### config.mk
export PLATFORM = sky130hd
export DESIGN_NAME = hough_seq
export DESIGN_NICKNAME = d
export VERILOG_FILES = /design/src/rtl/hough_seq_pkg.sv /design/src/rtl/hough_seq_blank_cnt.sv /design/src/rtl/hough_seq.sv
export SDC_FILE = /design/constraint.sdc
export NUM_CORES = 1
export LEC_CHECK = 0
export BUFFER_PORTS_ARGS = -buffer_cell sky130_fd_sc_hd__buf_4
export CAP_MARGIN = 20
export CORE_UTILIZATION = 50
export DETAILED_ROUTE_END_ITERATION = 10
export PLACE_DENSITY = 0.72
export SYNTH_ARGS = -nofsm -noshare
export SYNTH_HDL_FRONTEND = slang
export SYNTH_SLANG_ARGS = --single-unit
### constraint.sdc
create_clock -name Clk -period 4 [get_ports Clk]
set_input_delay 0.4 -clock Clk [delete_from_list [all_inputs] [get_ports Clk]]
set_output_delay 0.4 -clock Clk [all_outputs]
set_load 0.01 [all_outputs]
### src/rtl/hough_seq_pkg.sv
// Shared state encoding and datapath widths for the Hough frame sequencer.
// Width constants size the pixel bus and the column/row index counters.
package hough_seq_pkg;

    localparam int PIX_W = 8;
    localparam int IDX_W = 8;

    typedef enum logic [1:0] {
        ST_IDLE   = 2'd0,
        ST_ACTIVE = 2'd1,
        ST_HBLANK = 2'd2,
        ST_VBLANK = 2'd3
    } state_t;

endpackage

### src/rtl/hough_seq_blank_cnt.sv
// Loadable down-counter timing the horizontal and vertical blanking intervals.
// Load with N-1 on entry; o_zero marks the final blanking cycle.
module hough_seq_blank_cnt
    import hough_seq_pkg::*;
(
    input  logic             Clk,
    input  logic             nReset,
    input  logic             i_load,
    input  logic [IDX_W-1:0] i_load_val,
    output logic             o_zero
);

    logic [IDX_W-1:0] r_cnt;

    always_ff @(posedge Clk or negedge nReset) begin
        if (!nReset) begin
            r_cnt <= '0;
        end else if (i_load) begin
            r_cnt <= i_load_val;
        end else if (r_cnt != '0) begin
            r_cnt <= r_cnt - 1'b1;
        end
    end

    assign o_zero = (r_cnt == '0);

endmodule

### src/rtl/hough_seq.sv
// Frame/line sequencer feeding a Hough core; optional FrameCnt via HOUGH_SEQ_FRAME_CNT_EN.
// Latency: Pixel/PixValid/i/j registered, valid 1 cycle after accept.
// Backpressure: SrcReady high only in ACTIVE; SrcValid=0 stalls without counter change.
module hough_seq
    import hough_seq_pkg::*;
#(
    parameter int WIDTH  = 128,
    parameter int HEIGHT = 128,
    parameter int HBLANK = 4,
    parameter int VBLANK = 16
) (
    input  logic             Clk,
    input  logic             nReset,
    input  logic             Enable,
    input  logic [PIX_W-1:0] PixelSrc,
    input  logic             SrcValid,
    output logic             SrcReady,
    output logic [PIX_W-1:0] Pixel,
    output logic             PixValid,
    output logic             Frame,
    output logic             Line,
    output logic [IDX_W-1:0] i,
    output logic [IDX_W-1:0] j,
`ifdef HOUGH_SEQ_FRAME_CNT_EN
    output logic [7:0]       FrameCnt,
`endif
    output logic             FrameDone
);

    localparam logic [IDX_W-1:0] LAST_COL = IDX_W'(WIDTH - 1);
    localparam logic [IDX_W-1:0] LAST_ROW = IDX_W'(HEIGHT - 1);
    localparam logic [IDX_W-1:0] HB_LOAD  = (HBLANK > 0) ? IDX_W'(HBLANK - 1) : '0;
    localparam logic [IDX_W-1:0] VB_LOAD  = IDX_W'(VBLANK - 1);

    state_t           r_state;
    state_t           w_state_nxt;
    logic [IDX_W-1:0] r_col;
    logic [IDX_W-1:0] r_row;
    logic [PIX_W-1:0] r_pixel;
    logic [IDX_W-1:0] r_i;
    logic [IDX_W-1:0] r_j;
    logic             r_pix_vld;
    logic             r_frame;
    logic             r_line;
    logic             r_frame_done;

    logic             w_accept;
    logic             w_last_col;
    logic             w_last_row;
    logic             w_line_end;
    logic             w_frame_end;
    logic             w_blank_zero;

    assign w_accept    = SrcValid & (r_state == ST_ACTIVE);
    assign w_last_col  = (r_col == LAST_COL);
    assign w_last_row  = (r_row == LAST_ROW);
    assign w_line_end  = w_accept & w_last_col;
    assign w_frame_end = w_line_end & w_last_row;

    hough_seq_blank_cnt u_blank_cnt (
        .Clk        (Clk),
        .nReset     (nReset),
        .i_load     (w_line_end),
        .i_load_val (w_last_row ? VB_LOAD : HB_LOAD),
        .o_zero     (w_blank_zero)
    );

    always_ff @(posedge Clk or negedge nReset) begin
        if (!nReset) begin
            r_state <= ST_IDLE;
        end else begin
            r_state <= w_state_nxt;
        end
    end

    // Enable is only sampled in IDLE and at VBLANK exit, so a frame never truncates.
    always_comb begin
        w_state_nxt = r_state;
        case (r_state)
            ST_IDLE:   if (Enable) w_state_nxt = ST_ACTIVE;
            ST_ACTIVE: begin
                if (w_frame_end)                     w_state_nxt = ST_VBLANK;
                else if (w_line_end && (HBLANK > 0)) w_state_nxt = ST_HBLANK;
            end
            ST_HBLANK: if (w_blank_zero) w_state_nxt = ST_ACTIVE;
            ST_VBLANK: if (w_blank_zero) w_state_nxt = Enable ? ST_ACTIVE : ST_IDLE;
            default:   w_state_nxt = ST_IDLE;
        endcase
    end

    // Counters clear at the frame's last accept, so VBLANK exit starts at (0,0).
    always_ff @(posedge Clk or negedge nReset) begin
        if (!nReset) begin
            r_col <= '0;
            r_row <= '0;
        end else if (w_accept) begin
            if (w_last_col) begin
                r_col <= '0;
                r_row <= w_last_row ? '0 : r_row + 1'b1;
            end else begin
                r_col <= r_col + 1'b1;
            end
        end
    end

    always_ff @(posedge Clk or negedge nReset) begin
        if (!nReset) begin
            r_pixel      <= '0;
            r_i          <= '0;
            r_j          <= '0;
            r_pix_vld    <= 1'b0;
            r_frame      <= 1'b0;
            r_line       <= 1'b0;
            r_frame_done <= 1'b0;
        end else begin
            r_pix_vld    <= w_accept;
            r_frame      <= w_accept & (r_col == '0) & (r_row == '0);
            r_line       <= w_accept & (r_col == '0);
            r_frame_done <= w_frame_end;
            if (w_accept) begin
                r_pixel <= PixelSrc;
                r_i     <= r_col;
                r_j     <= r_row;
            end
        end
    end

`ifdef HOUGH_SEQ_FRAME_CNT_EN
    logic [7:0] r_frame_cnt;

    always_ff @(posedge Clk or negedge nReset) begin
        if (!nReset) begin
            r_frame_cnt <= '0;
        end else if (w_frame_end) begin
            r_frame_cnt <= r_frame_cnt + 1'b1;
        end
    end

    assign FrameCnt = r_frame_cnt;
`endif

    assign SrcReady  = (r_state == ST_ACTIVE);
    assign Pixel     = r_pixel;
    assign PixValid  = r_pix_vld;
    assign Frame     = r_frame;
    assign Line      = r_line;
    assign i         = r_i;
    assign j         = r_j;
    assign FrameDone = r_frame_done;

endmodule

[Yosys cells after proc, flatten, opt, wreduce, memory -nomap -nowiden]
Cells that the tools add are included.
W data, S select, Z words.
Operators by class
  add/sub/neg operators: 3
  multipliers: 0
  divide/modulo/power cells: 0
  order comparisons: 0
  eq/ne operators: 9
  shift operators: 0
  multiplexer cells: 12
  bitwise gates (word level): 5
  reduce and logical (&&, ||, !) cells: 8
Operator list (count)
  $mux W8: 4
  $logic_not A8 Y1: 3
  $add A8 B1 Y8 const B: 2
  $eq A8 B7 Y1 const B: 2
  $mux W2: 5
  $pmux W2 S4: 1
  $reduce_bool A8 Y1: 1
  $sub A8 B1 Y8 const B: 1
  $and A1 B1 Y1: 5
  $eq A2 B2 Y1 const B: 2
  $mux W4: 1
  $ne A2 B1 Y1 const B: 2
  $reduce_and A4 Y1: 1
  $ne A3 B1 Y1 const B: 1
  $eq A2 B1 Y1 const B: 1
  $logic_not A2 Y1: 1
  $ne A2 B2 Y1 const B: 1
  $reduce_and A2 Y1: 1
  $reduce_bool A2 Y1: 1
  $mux W1: 1
Storage, ports and cells
  bits in registers: 54
  bits in latches: 0
  bits in writable memories: 0
  ROM bits: 0
  output and inout port bits: 29
  word-level logic and storage cells: 48
  memories: 0

[Logic depth before layout (Yosys ltp)]
Gate-level depths: netlist of run 1.
  depth after elaboration: 6
  mapped depth: 7
  depth with buffers taken out: 6

[By module]
A second synthesis of run 1 with hierarchy kept.
Unflattened totals
  cell total of the unflattened synthesis: 263
  area, all modules: 2453.6 µm²
By module, submodules not included
  hough_seq: instances 1, cells an instance 209, area an instance 1976.9 µm², sequential area each 1151.1 µm²
  hough_seq_blank_cnt: instances 1, cells an instance 54, area an instance 476.7 µm², sequential area each 200.2 µm²

[Worst setup path after synthesis of run 1]
OpenSTA, ideal clock, no wires.
  path type: register to register
  from: reg r_col[0]
  to: reg r_row[7]
  library setup time: 0.125 ns
  arrival: 2.012 ns
  path slack: 1.863 ns
  stages on the path, launching flop included: 7
  buffers on the path: 1
  clock period less this slack: 2.137 ns
  cells stage by stage: dfrtp_1 ha_1 nand4_2 or4_4 buf_6 or3_1 mux2_4
Between the ends
  cells in the longest elaborated chain, start to end: 2
RTL lines
  from (decl): line hough_seq.sv:37  | logic [IDX_W-1:0] r_col;
  from (signal assigned): line hough_seq.sv:101  | r_col <= r_col + 1'b1;
  $eq A8 B7 Y1: line hough_seq.sv:55  | assign w_last_col = (r_col == LAST_COL);
  $reduce_and A2 Y1 (no line)
  to (signal assigned): line hough_seq.sv:99  | r_row <= w_last_row ? '0 : r_row + 1'b1;
  to (decl): line hough_seq.sv:38  | logic [IDX_W-1:0] r_row;
No other way between the ends.
A chain may end at the register's enable or synchronous reset.

[Worst setup path in the final report of run 1]
  from: reg r_state[1]
  to: reg r_row[7]
Between the ends
  cells in the longest elaborated chain, start to end: 3
RTL lines
  from (decl): line hough_seq.sv:35  | state_t r_state;
  from (signal assigned): line hough_seq.sv:72  | r_state <= w_state_nxt;
  $eq A2 B1 Y1: line hough_seq.sv:54  | assign w_accept = SrcValid & (r_state == ST_ACTIVE);
  $and A1 B1 Y1: line hough_seq.sv:54
  $reduce_and A2 Y1 (no line)
No other way between the ends.

==> impl_summary.md, run 1 <==
Run status
The run finished with clean final reports.

Clocking
The total CTS buffers is 5. The later pin in the worst-skew pair is clocked with a latency of 310 ps. The clock edge transition at the registers on the reported setup and hold paths is 100 ps. The number of sinks on the clock net is 54.

In this run the number of H-tree levels came out at 2. After clock tree synthesis, the setup repair step added 0 buffers. The number of gates given a new drive strength after cts is 0. Counting along the longest clock path gives a buffer depth of 2.

The number of buffers added to fix hold violations after cts is 0. TritonCTS built the clock tree. The cell at the root of the clock tree is sky130_fd_sc_hd__clkbuf_8.

Route
The antenna violation net count after detailed routing is 0. The ratio of routed vias to standard cells is 5.38. Summed over all layers, the routed wires come to roughly 4.7 mm. The iteration count of the initial detailed-routing pass is 4.

The detailed router finished its first iteration with 105 violations. The overall via count from detail_route is 1,841. In the final routed layout, each cell accounts on average for 13.8 um. The number of remaining DRC errors is 0.

Critical path
The startpoint of the worst-slack reg-to-reg timing path is r_state[1]$_DFFE_PN0P_. By startpoint and endpoint, the worst setup path is classified as register to register. The critical path startpoint category is a register. The sum of buffers and inverters on the critical path is 0. Setup slack on the worst reg-to-reg path comes out at 1630 ps. The critical path required time is 4200 ps.

Among cell families on the critical path, the largest total delay comes from simple AND/OR/NAND/NOR gates. The worst endpoint data arrival time is ~2600 ps. The critical path goes through nand3b_4 -> or4_4 -> or3_1 -> mux2_4. Along the worst path, the maximum fanout reaches 37. The largest individual stage delay along the critical path comes from the cell sky130_fd_sc_hd__or4_4.

For the worst flop-to-flop path, the logic depth is 4. The largest single stage delay on the critical path is 700 ps. The endpoint type of the worst setup path is a register.

The worst register-to-register path ends at r_row[7]$_DFFE_PN0P_.

Synth
For this run, the register share of the synthesized area comes to 0.557. During synthesis, Yosys emitted a total of 0 warnings. The number of distinct library cells after synthesis is 42.

The register bit total from synthesis is 54. The average cell area after synthesis is 9.75 um^2. In this run the cell area of the synthesized design comes to 0.00243 mm^2.

The fraction of synthesis flops using an asynchronous set or reset pin is 1.00. Counting flops with a built-in enable in the synthesized netlist gives 0. The cell count after synthesis is around 250. Synthesis produced a netlist with a net count of 267. Among all flip-flop cells after synthesis, the most frequent one is sky130_fd_sc_hd__dfrtp_1.

Power
The static power due to leakage is 1.51 nW. The worst supply voltage drop on vdd is around 0.22 mV. The ratio of total power to cell area is between 300 and 400 mW/mm^2.

Finish
In the layout the commonest cells are 77 x sky130_fd_sc_hd__nand2_1, 54 x sky130_fd_sc_hd__dfrtp_1, 41 x sky130_fd_sc_hd__buf_4. For this run, the post-layout net count is 307. For this run, the share of the core covered by cells in the final layout is 0.634. The number of diodes is 0.

The library cell used most frequently in the layout, excluding fill and tap cells, is sky130_fd_sc_hd__nand2_1. Counting the fill cells in the layout gives between 300 and 400. The ratio of cells with drive above 1 in the final layout is 0.190. The area growth from synthesis to layout is 17.7%.

Timing
On the final layout, the worst clock skew is 9.23 ps. Setup repair after global routing left no endpoint under its margin. The worst-case headroom to the max-slew limit is 0.515.

The final critical delay including setup and external delays is 2370 ps. The final number of hold-violating endpoints is 0. Dividing the final minimum period by the clock period gives 0.593. After routing, the total negative slack on setup checks comes to 0 ps.

The total of endpoints with negative setup slack in the final report is 0. The worst-margin pin slew is 727 ps. The achievable frequency is 422 MHz.

The total count of max-transition violations in the final report is 0.

Placement
Input and output buffers added on the ports amount to 40. The congestion estimate from routability-driven global placement came to 0.783. The half-perimeter wire length after detailed placement is 3.19 mm.

Die
The horizontal die dimension is roughly 72 um. For this configuration, the core starts out at a cell density of 0.539. The die is 71.7 um tall. The total area inside the core boundary comes to about 0.0045 mm^2. The I/O pin count is 41.

After floorplanning, the core was divided into 24 placement rows. The overall die area is 0.00514 mm^2.

GRT
The first global-routing pass estimated 8.13 mm of wire. The overall overflow remaining after global route is 0. The number of global-route vias before repair is 1,800. In the global route stage, overall resource usage came out at 0.202. The largest net degree at the start of global routing is between 50 and 60. The initial antenna violation count was 0.

Flow run
Max-cap violations in this run came to 0.

Worst hold path
The class of the tightest hold or removal check is input port to async pin.
## kinds of logic after synthesis
| logic type | Yosys count | synth area share |
|---|---|---|
| XOR/XNOR | 13 | 0.0469 |
| multiplexers | 3 | 0.0149 |
| flip-flops | 54 | 0.557 |
| adder cells (fa/ha/maj) | 6 | 0.0309 |
| AO/OA/AOI/OAI | 24 | 0.0634 |
| buffers and inverters | 18 | 0.0320 |
| AND/OR/NAND/NOR | 131 | 0.255 |
## per-layer routing
metal  up-vias  GRT usage  part of all wire
li1        904          -                 -
met1       898      0.265              0.48
met2        34      0.340              0.47
met3         5     0.0450             0.037
met4         0     0.0588            0.0085
met5         -          0                 0
## cell usage after synthesis (4+ instances only)
library cell,number,area (um^2)
sky130_fd_sc_hd__inv_1,10,37.5
sky130_fd_sc_hd__xnor2_1,8,70.1
sky130_fd_sc_hd__nand2_1,77,289
sky130_fd_sc_hd__dfrtp_1,54,1350
sky130_fd_sc_hd__a21oi_1,6,30.0
sky130_fd_sc_hd__xor2_1,5,43.8
sky130_fd_sc_hd__o21ai_0,9,45.0
sky130_fd_sc_hd__ha_1,6,75.1
sky130_fd_sc_hd__clkbuf_1,4,15.0
sky130_fd_sc_hd__nor3_1,5,25.0
sky130_fd_sc_hd__nand3_1,4,20.0
sky130_fd_sc_hd__nor2_1,15,56.3
sky130_fd_sc_hd__nand4_1,5,31.3
## state kept, by name, indices dropped and copies added, names as in the netlist
register / count
Pixel: 8
i: 8
j: 8
r_col: 8
r_row: 8
u_blank_cnt.r_cnt: 8
r_state: 2
Frame: 1
FrameDone: 1
Line: 1
PixValid: 1
## where the power goes
part	switching, W	total (W)	internal [W]
clock	0.000170	0.000310	0.000140
combinational	0.0000123	0.0000202	0.00000798
sequential	0.000000815	0.000547	0.000546
## how the worst max path moves through the flow
stage                                 from              endpoint  slack (ps)  cells past startpoint
finish              r_state[1]$_DFFE_PN0P_  r_row[7]$_DFFE_PN0P_        1630                      4
global route        r_state[1]$_DFFE_PN0P_  r_row[0]$_DFFE_PN0P_        1460                      6
CTS                 r_state[1]$_DFFE_PN0P_  r_row[7]$_DFFE_PN0P_        1590                      4
detailed placement  r_state[1]$_DFFE_PN0P_  r_row[7]$_DFFE_PN0P_        1610                      4
global placement                  SrcValid  r_row[7]$_DFFE_PN0P_        1650                      5
floorplan             r_col[0]$_DFFE_PN0P_  r_row[7]$_DFFE_PN0P_        1860                      6
## area by class of cell
class | count | area (um^2) | area share
Multi-Input combinational cell | 177 | 1000 | 0.352
Sequential cell | 54 | 1350 | 0.473
Tap cell | 52 | 65.1 | 0.0228
Clock buffer | 7 | 86.3 | 0.0302
Timing Repair Buffer | 41 | 308 | 0.108
Inverter | 10 | 37.5 | 0.0131
Clock inverter | 1 | 5.00 | 0.00175
## metrics by stage
step	setup slack, ps	hold WS [ps]	instances	power [W]	cell area [um^2]
floorplan	1860	104	249	0.000559	2430
global placement	1650	461	334	0.000579	2770
detailed placement	1610	464	334	0.000579	2770
CTS	1590	148	342	0.000888	2860
global route	1460	187	342	0.000906	2860
finish	1630	125	342	0.000877	2860
Power figures use the tool's default switching activity.
==> run 2, diff against run 1 <==
Settings changed: PLACE_DENSITY 0.72 to 0.75.
Clock period 4 ns to 2.15 ns, I/O delays scaled along.
==> run 2 against run 1 <==
Effect of this change: wire length rose by 2.1%; global-route usage rose by 0.69 points; highest routed layer unchanged; hold slack got worse by 36 ps; setup slack worse by 1500 ps; first-iteration DRC count rose by 21%; cell count is 2.6% higher; clock skew is 1.7 ps lower; critical path depth is 1 higher; sequential share of layout area shrank 1.5 points; combinational power grew 94%; cell area rose by 3.2%.
==> impl_summary.md, run 2 (synthesized netlist as in run 1, its figures left out) <==
Critical path
The critical path startpoint category is a register. For this run, the slowest stage of the critical path takes 510 ps. The critical path required time is 2350 ps.

The endpoint type of the worst setup path is a register. In this run the worst path has a maximum fanout of 3. The critical path goes through ha_1 -> nand4_2 -> or4_4 -> or3_1 -> mux2_4. For this design, the slowest cell found on the critical path is sky130_fd_sc_hd__or4_4. The worst register-to-register path ends at r_row[7]$_DFFE_PN0P_. The sum of buffers and inverters on the critical path is 0. The startpoint identified for the worst register-to-register timing path is r_col[0]$_DFFE_PN0P_. For flop-to-flop paths, the worst setup slack is about 90 ps. Counting cells, the worst reg-to-reg path comes to 5. STA puts the critical path data arrival time at 2260 ps.

The cell family contributing the most delay on the critical path is simple AND/OR/NAND/NOR gates. The startpoint-to-endpoint class of the critical path is register to register.

Finish
The post-layout net count is 316. The library cell used most frequently in the layout, excluding fill and tap cells, is sky130_fd_sc_hd__nand2_1. The ratio of cells with drive above 1 in the final layout is 0.214.

The number of diodes is 0. The cell area after layout is 0.00295 mm^2. In the layout the commonest cells are 77 x sky130_fd_sc_hd__nand2_1, 54 x sky130_fd_sc_hd__dfrtp_1, 49 x sky130_fd_sc_hd__buf_4.

Relative to the synthesized area, the layout overhead comes to 21.5%.

Worst hold path
The class of the tightest hold or removal check is input port to register. The worst hold path begins at PixelSrc[7]. The worst hold path passes through 3 cells. The worst hold path terminates at Pixel[7]$_DFFE_PN0P_.

Clocking
The clock passes through at most 2 buffers. The clock edge transition at the registers on the reported setup and hold paths is ~100 ps. The number of sinks on the clock net is 54.

For the worst-skew pair, the clock arrives at the later sink with an insertion delay of approximately 310 ps. The TritonCTS clock tree is built. The cell sitting at the root of the clock tree is a sky130_fd_sc_hd__clkbuf_8.

In this run, CTS created clock tree buffers numbering 5. The H-tree was split into 2 levels.

Timing
The worst hold slack across all endpoints is approximately 90 ps. The achievable frequency is 485 MHz. The largest clock skew in the final design is about 7.5 ps. Setup repair after global routing left no endpoint under its margin.

Setup violations remaining at the end of the flow were counted as 0. The total count of max-transition violations in the final report is 0. Headroom to the max-slew limit came out at 0.557. In the finished design, the share of the clock period the worst path needs comes to 0.958.

For the finished layout, the period the worst path requires is 2060 ps. The total negative setup slack is 0 ps. The final number of hold-violating endpoints is 0.

Across all setup checks in the final design, the least slack found is 90.1 ps. The worst-margin pin slew is 665 ps.

GRT
The wire length of the first global-routing pass is ~8.3 mm. Entering global routing, the biggest net connects 55 pins. The total routing resource utilization after global routing is 0.209. The overall overflow remaining after global route is 0. The initial antenna violation count is 0. The number of global-route vias before repair is between 1,500 and 2,000.

Route
The ratio of routed vias to standard cells is roughly 5.2. After detailed routing, the total wire length is 4.82 mm. In this run, the number of DRC markers left after iteration 0 of detailed routing was 127. In the final routed layout, each cell accounts on average for 13.7 um.

For this block, the via count after detailed routing is around 1,800. The antenna violation net count after detailed routing is 0. After detailed routing, the number of remaining DRC violations is 0.

For this run, the detailed router's first-pass iteration total came to 4.

Power
The ratio of total power to cell area is between 500 and 600 mW/mm^2. The switching fraction of total power is 0.206. Of the total power, registers draw 0.585. The worst supply voltage drop on vdd is 0.487 mV. The share of total power dissipated in the clock network is 0.393. The total power after layout is 0.00174 W.

The static power due to leakage is 1.56 nW. Internal power comes to 0.00138 W. The analysis attributes to net switching a power of ~0.00036 W. Of the total power, combinational logic draws 0.022.

Placement
The half-perimeter wire length after detailed placement is between 3 and 4 mm. The cell area after placement is roughly 0.0028 mm^2. At the end of routability-driven placement, the weighted congestion stood at 0.809. In this run the tool buffered the top-level ports with 40 buffer cells. The worst setup timing slack at the placement stage is 76.6 ps.

Run status
The run finished with clean final reports.

Die
The core region is between 0.004 and 0.005 mm^2. The site row count is 24. 41 I/O pins were placed. The die covers 0.00514 mm^2. The initial utilization of the core area, before any placement, comes to 0.539. The die is 71.7 um wide. In this run the vertical extent of the chip is 71.7 um.

Flow run
Max-cap violations in this run came to 0.
run 2: changes by cell type in the layout (fill, tap and decap cells not counted):
cell | previous run | this run
sky130_fd_sc_hd__bufinv_16 | 0 | 1
sky130_fd_sc_hd__inv_6 | 0 | 1
sky130_fd_sc_hd__buf_4 | 41 | 49
sky130_fd_sc_hd__clkbuf_8 | 6 | 5
sky130_fd_sc_hd__clkbuf_1 | 1 | 0
sky130_fd_sc_hd__dlygate4sd3_1 | 0 | 1
run 2: how the worst max path moves through the flow:
stage	end	cells after the start	from	slack, ps
floorplan	r_row[7]$_DFFE_PN0P_	6	r_col[0]$_DFFE_PN0P_	10
global placement	r_row[7]$_DFFE_PN0P_	5	r_col[0]$_DFFE_PN0P_	130
detailed placement	r_row[7]$_DFFE_PN0P_	5	r_col[0]$_DFFE_PN0P_	80
CTS	r_row[7]$_DFFE_PN0P_	5	r_col[0]$_DFFE_PN0P_	30
global route	r_row[7]$_DFFE_PN0P_	5	r_col[0]$_DFFE_PN0P_	8
finish	r_row[7]$_DFFE_PN0P_	5	r_col[0]$_DFFE_PN0P_	90
run 2: layout make-up:
class	count	area [um^2]
fillers	350	1560
flip-flops and latches	54	1350
multi-input cells	177	1000
repair buffers	50	378
clock buffers	5	68.8
well taps	52	65.1
clock inverters	3	43.8
inverters	10	37.5
run 2: through the flow:
stage / instances / util
6_report: 351 / 0.655
5_1_grt: 351 / 0.655
4_1_cts: 350 / 0.653
3_5_place_dp: 341 / 0.626
3_3_place_gp: 341 / 0.626
2_1_floorplan: 249 / -
run 2: per-layer routing:
layer  vias to the layer above  share of wire  global-route usage
met5                         -              0                   0
met4                         0          0.017              0.0784
met3                         9          0.044              0.0549
met2                        40           0.46               0.314
met1                       840           0.48               0.294
li1                        924              -                   -
run 2: power by group through the flow:
stage	logic, W	registers, W	clock network (W)
detailed placement	0.0000395	0.00104	0
floorplan	0.00000311	0.00104	0
finish	0.0000391	0.00102	0.000683
CTS	0.0000409	0.00102	0.000701
global placement	0.0000391	0.00104	0
global route	0.0000443	0.00102	0.000747
run 2: worst reg2reg max path: stages (launching register included):
cell,delay (ps)
sky130_fd_sc_hd__dfrtp_1,390
sky130_fd_sc_hd__ha_1,230
sky130_fd_sc_hd__nand4_2,120
sky130_fd_sc_hd__or4_4,510
sky130_fd_sc_hd__or3_1,410
sky130_fd_sc_hd__mux2_4,300
run 2: repair_timing:
action                                 CTS  global route
resized for setup                        0             0
endpoints found under the hold margin   54             0
buffers inserted                         0             1
hold buffers                             1             0
setup endpoints to repair                0             2
